`config.mk`:
```
export PLATFORM = sky130hd
export DESIGN_NAME = pc_sequencer
export DESIGN_NICKNAME = d
export VERILOG_FILES = /design/src/rtl/pc_sequencer.sv
export SDC_FILE = /design/constraint.sdc
export NUM_CORES = 1
export LEC_CHECK = 0
export CORE_MARGIN = 4
export CORE_UTILIZATION = 34
export DETAILED_ROUTE_END_ITERATION = 12
export GPL_TIMING_DRIVEN = 0
export PLACE_DENSITY = 0.73
export SYNTH_ARGS = -nofsm -noshare
export SYNTH_HDL_FRONTEND = slang
export SYNTH_SLANG_ARGS = --single-unit
```
`constraint.sdc`:
```
create_clock -name clk -period 2 [get_ports clk]
set_input_delay 0.2 -clock clk [delete_from_list [all_inputs] [get_ports clk]]
set_output_delay 0.2 -clock clk [all_outputs]
set_load 0.02 [all_outputs]
```
`src/rtl/pc_sequencer.sv`:
```
// pc_sequencer: owns the fetch PC and drives the nPC register's load value
// and enable. It implements PC/nPC delayed control transfer with SPARC-style
// annulment of the delay slot.
//
// Ports:
//   clk, reset      rising-edge clock, synchronous active-high reset
//   stall           hold pc/state this cycle; nPC is not loaded
//   cti_valid       instruction at pc is a control-transfer instruction
//   cti_taken       CTI resolved taken (qualified by cti_valid)
//   cti_uncond      CTI is unconditional (ba/call/jmpl)
//   cti_annul       annul bit of the CTI
//   cti_target      CTI target address (low two bits ignored)
//   trap_valid      redirect fetch to trap_vector
//   trap_vector     trap target (low two bits ignored)
//   npc_q           current nPC register value
//   pc              fetch address (registered)
//   npc_d           next nPC register value (combinational)
//   npc_le          nPC register load enable (combinational)
//   fetch_annul     instruction at pc is a squashed delay slot (registered)
//   in_dslot        instruction at pc is a delay slot (registered)
module pc_sequencer #(
    parameter logic [31:0] RESET_PC = 32'd0
) (
    input  logic        clk,
    input  logic        reset,
    input  logic        stall,
    input  logic        cti_valid,
    input  logic        cti_taken,
    input  logic        cti_uncond,
    input  logic        cti_annul,
    input  logic [31:0] cti_target,
    input  logic        trap_valid,
    input  logic [31:0] trap_vector,
    input  logic [31:0] npc_q,
    output logic [31:0] pc,
    output logic [31:0] npc_d,
    output logic        npc_le,
    output logic        fetch_annul,
    output logic        in_dslot
);

    localparam int unsigned AW = 32;

    typedef enum logic [1:0] {
        RUN   = 2'd0,
        DSLOT = 2'd1,
        ANNUL = 2'd2
    } state_t;

    state_t        state;
    state_t        state_nx;
    logic [AW-1:0] pc_nx;
    logic [AW-1:0] target_al;
    logic [AW-1:0] vector_al;
    logic [AW-1:0] npc_inc;
    logic          annul_slot;
    logic          unused_addr_lsbs;

    // Word-align redirect addresses; the dropped bits are intentionally unused.
    assign target_al        = {cti_target[AW-1:2], 2'b00};
    assign vector_al        = {trap_vector[AW-1:2], 2'b00};
    assign unused_addr_lsbs = ^{cti_target[1:0], trap_vector[1:0]};
    assign npc_inc          = npc_q + AW'(4);

    // Delay slot is squashed for an untaken annulling branch, or for ba,a.
    assign annul_slot = (cti_annul && !cti_taken) ||
                        (cti_annul && cti_uncond && cti_taken);

    // State register; pc and status flags advance with it.
    always_ff @(posedge clk) begin
        if (reset) begin
            state       <= RUN;
            pc          <= RESET_PC;
            fetch_annul <= 1'b0;
            in_dslot    <= 1'b0;
        end else if (!stall) begin
            state       <= state_nx;
            pc          <= pc_nx;
            fetch_annul <= (state_nx == ANNUL);
            in_dslot    <= (state_nx != RUN);
        end
    end

    // Next state and next fetch address, highest priority first.
    always_comb begin
        state_nx = state;
        pc_nx    = pc;
        if (trap_valid) begin
            state_nx = RUN;
            pc_nx    = vector_al;
        end else if (state == ANNUL) begin
            // A squashed instruction cannot transfer control.
            state_nx = RUN;
            pc_nx    = npc_q;
        end else if (cti_valid) begin
            state_nx = annul_slot ? ANNUL : DSLOT;
            pc_nx    = npc_q;
        end else begin
            state_nx = RUN;
            pc_nx    = npc_q;
        end
    end

    // nPC load value and enable.
    always_comb begin
        npc_d  = npc_inc;
        npc_le = !stall && !reset;
        if (!stall && !reset) begin
            if (trap_valid) begin
                npc_d = vector_al + AW'(4);
            end else if (state != ANNUL && cti_valid && cti_taken) begin
                npc_d = target_al;
            end
        end
    end

endmodule

```
==> run_results.csv <==
group,metric,value,unit
floorplan,fp.dieW,107,µm
cells_and_area,drive_gt1_share,34.4,%
sta,relSlewSlack,47.8,%
cells_and_area,final_net_count,786,
logic_synthesis,ys_seq_area_share,21.5,%
worst_hold_path,hold_path.class,"in2reg",
logic_synthesis,synth_area_leaders,"dfxtp_1 (22%), xnor2_1 (9.4%), mux2i_1 (9.0%)",
drt,drt-wirelength-per-cell,20.3,µm
outcome,violations,"negative setup slack",
sta,worst_pin_slew,783,ps
sta,min_period,2090,ps
placed_design,port_buffers,163,
worst_setup_path,worstSetupPathType,"in2out",
logic_synthesis,synth_ff_type,"dfxtp_1",
sta,clock.fmax,478,MHz
cells_and_area,n_antenna_cell,0,
logic_synthesis,synth_edf_count,0,
outcome,status,"finished with violations",
worst_setup_path,rr_startpoint,"state[0]",
logic_synthesis,syn-num-nets,571,
sta,finalMaxSlewViolations,0,
logic_synthesis,syn_inst,465,
logic_synthesis,async_reset_ff_share,0,%
worst_setup_path,r2r_cells,4,
logic_synthesis,synth_seq_cells,36,
global_route,grt_max_degree,11,
drt,firstDrtPassIters,5,
worst_setup_path,crit_fanout,6,
sta,worst_slack,-92.4,ps
cells_and_area,final_cell_area,6220,µm²
drt,wirelength,16400,µm
drt,vias_per_cell,5.85,
power,irDropWorstVdd,257,µV
global_route,antenna_found_initial,0,
floorplan,core,9420,µm²
worst_hold_path,holdPathStages,2,
clock_tree,clock_latency,290,ps
worst_hold_path,hold_end,"pc[29]",
clock_tree,h-tree-depth,2,
worst_setup_path,cp.arrival,1890,ps
global_route,overflow,0,
clock_tree,clk_transition_reported_paths,70,ps
power,leakage,0.00252,µW
placed_design,gp_routability_congestion,0.914,
placed_design,dp_hpwl,11500,µm
logic_synthesis,yosysWarningCount,0,
logic_synthesis,synth_area,3340,µm²
floorplan,io_pins,171,
run,cap_violations,0,
logic_synthesis,yosysTopAreaCell,"dfxtp_1",
placed_design,dpl-instance-area,5190,µm²
sta,finalCritPeriodShare,105,%
cells_and_area,area_growth,85.9,%
floorplan,die_area,11500,µm²
drt,drt_iter0_drc,223,
clock_tree,cts_tree,"done",
sta,final-hold-violation-count,0,
sta,clock_skew,0.865,ps
drt,ant_nets,0,
drt,via_count,4731,
worst_setup_path,reg2reg_slack,760,ps
clock_tree,cts-root-buf,"clkbuf_8",
sta,setup_viol,6,
floorplan,die_h,107,µm
clock_tree,cts_buffers,5,
logic_synthesis,synth.distinct_cells,53,
power,p_total,2490,µW
logic_synthesis,avgSynthCellArea,7.19,µm²
worst_setup_path,r2r-end,"state[1]",
worst_hold_path,min_from,"reset",
global_route,grt_pass1_vias,4641,
drt,drcViolationCount,0,
worst_setup_path,worstSetupEndpointType,"output pin",
floorplan,initial_utilization,35.5,%
clock_tree,cts_num_sinks,36,
sta,rsz0062_at_grt,"yes",
worst_setup_path,cp.required,1800,ps
floorplan,rows,35,
power,power_density,400,nW/µm²
logic_synthesis,yosys.area.top_type_share,21.5,%
worst_setup_path,cp-start-kind,"primary input",
clock_tree,holdBufCountCts,0,
global_route,grt_pass1_wl,24100,µm
worst_setup_path,crit_start,"trap_vector[18]",
global_route,track_usage,26.3,%
clock_tree,clk_path_buf_depth,2,
==> state kept, by name, indices dropped and copies added, names as in the netlist <==
register     flops
in_dslot         1
state            2
fetch_annul      1
pc              32
==> through the flow <==
stage	utilization, %	hold slack, ps	setup TNS (ps)	setup slack, ps	cells
2_1_floorplan	-	344	0	9.95	465
3_3_place_gp	55.2	456	-37150	-1340	757
3_5_place_dp	55.2	466	-38000	-1340	757
4_1_cts	62.3	225	-227	-66.7	793
5_1_grt	66.0	241	-916	-153	809
6_report	66.0	225	-383	-92.4	809
==> critical path, stage by stage <==
cell and delay [ps]:
buf_6 80, nand4_1 140, or3_4 450, buf_8 160, buf_8 130, o31ai_2 190, a21oi_1 100, a221o_1 290
buf_6 140
==> how the worst max path moves through the flow <==
stage / slack [ps] / to / depth (start not counted)
3_5_place_dp: -1340 / npc_d[18] / 9
4_1_cts: -70 / npc_d[26] / 8
3_3_place_gp: -1340 / npc_d[18] / 9
6_report: -90 / npc_d[26] / 9
2_1_floorplan: 10 / npc_d[21] / 7
5_1_grt: -150 / npc_d[23] / 9
==> cells in the mapped netlist (3+ instances only) <==
cell type / instances
o22ai_1: 9
clkbuf_1: 17
and4_1: 5
dfxtp_1: 36
nor4b_1: 3
nor3_1: 17
a21oi_1: 39
xor2_1: 8
nor4_1: 14
o21ai_0: 11
nor2_1: 77
or3_1: 3
nand3_1: 26
mux2i_1: 30
xnor2_1: 36
inv_1: 12
a22oi_1: 10
nand2_1: 29
o221ai_1: 3
nand4_1: 10
buf_2: 8
o211ai_1: 6
or4_1: 4
o31ai_1: 3
and3_1: 9
a221o_1: 3
==> layer usage <==
metal	track usage (%)	routed length [µm]	share of wire [%]	vias to the layer above
met3	6.38	1490	9.1	86
met5	0	0	0	-
met2	44.9	7760	47	311
li1	-	-	-	2139
met4	10.9	728	4.4	0
met1	31.5	6420	39	2195
==> power breakdown <==
group / leakage [µW] / switching, µW / internal (µW)
combinational: 0.00217 / 587 / 534
sequential: 0.000297 / 20.9 / 758
clock: 0.0000503 / 280 / 307
total: 0.00252 / 887 / 1600
==> area by class of cell <==
| cell class | count | area, µm² |
|---|---|---|
| multi-input cells | 387 | 3020 |
| clock buffers | 7 | 96.3 |
| repair buffers | 210 | 1920 |
| plain buffers | 28 | 249 |
| flip-flops and latches | 36 | 723 |
| inverters | 12 | 47.5 |
| fillers | 813 | 3200 |
| well taps | 129 | 161 |
==> kinds of logic (layout without fill, tap and decap cells) <==
logic type | Yosys count | in the layout | synth area share (%)
buffers and inverters | 42 | 257 | 5.50
and+or+nand+nor | 208 | 208 | 31.1
muxes | 31 | 31 | 9.32
adders and majority gates | 2 | 2 | 0.748
xor gates and xnor gates | 44 | 44 | 11.5
AOI/OAI and AO/OA | 102 | 102 | 20.3
DFF | 36 | 36 | 21.5
==> layout by cell type, fill, tap and decap left out, types with 9 or more instances in the layout <==
master            n
mux2i_1          30
buf_2            26
dfxtp_1          34
inv_1            10
nor4_4            9
buf_6            26
nand3_1          17
a21oi_1          36
xnor2_1          36
nand4_1          10
a22oi_1          10
buf_4            57
clkdlybuf4s50_1  75
nor3_1           11
nand2_1          25
buf_8             9
nor2_1           73
clkbuf_1         10
dlygate4sd2_1    11
==> timing repair <==
action	in CTS	in global routing
pin swaps	33	35
buffers inserted	29	17
setup endpoints to repair	32	27
gates cloned	2	0
resized for setup	420	116
Note: power is estimated with default switching activity, not from simulation.
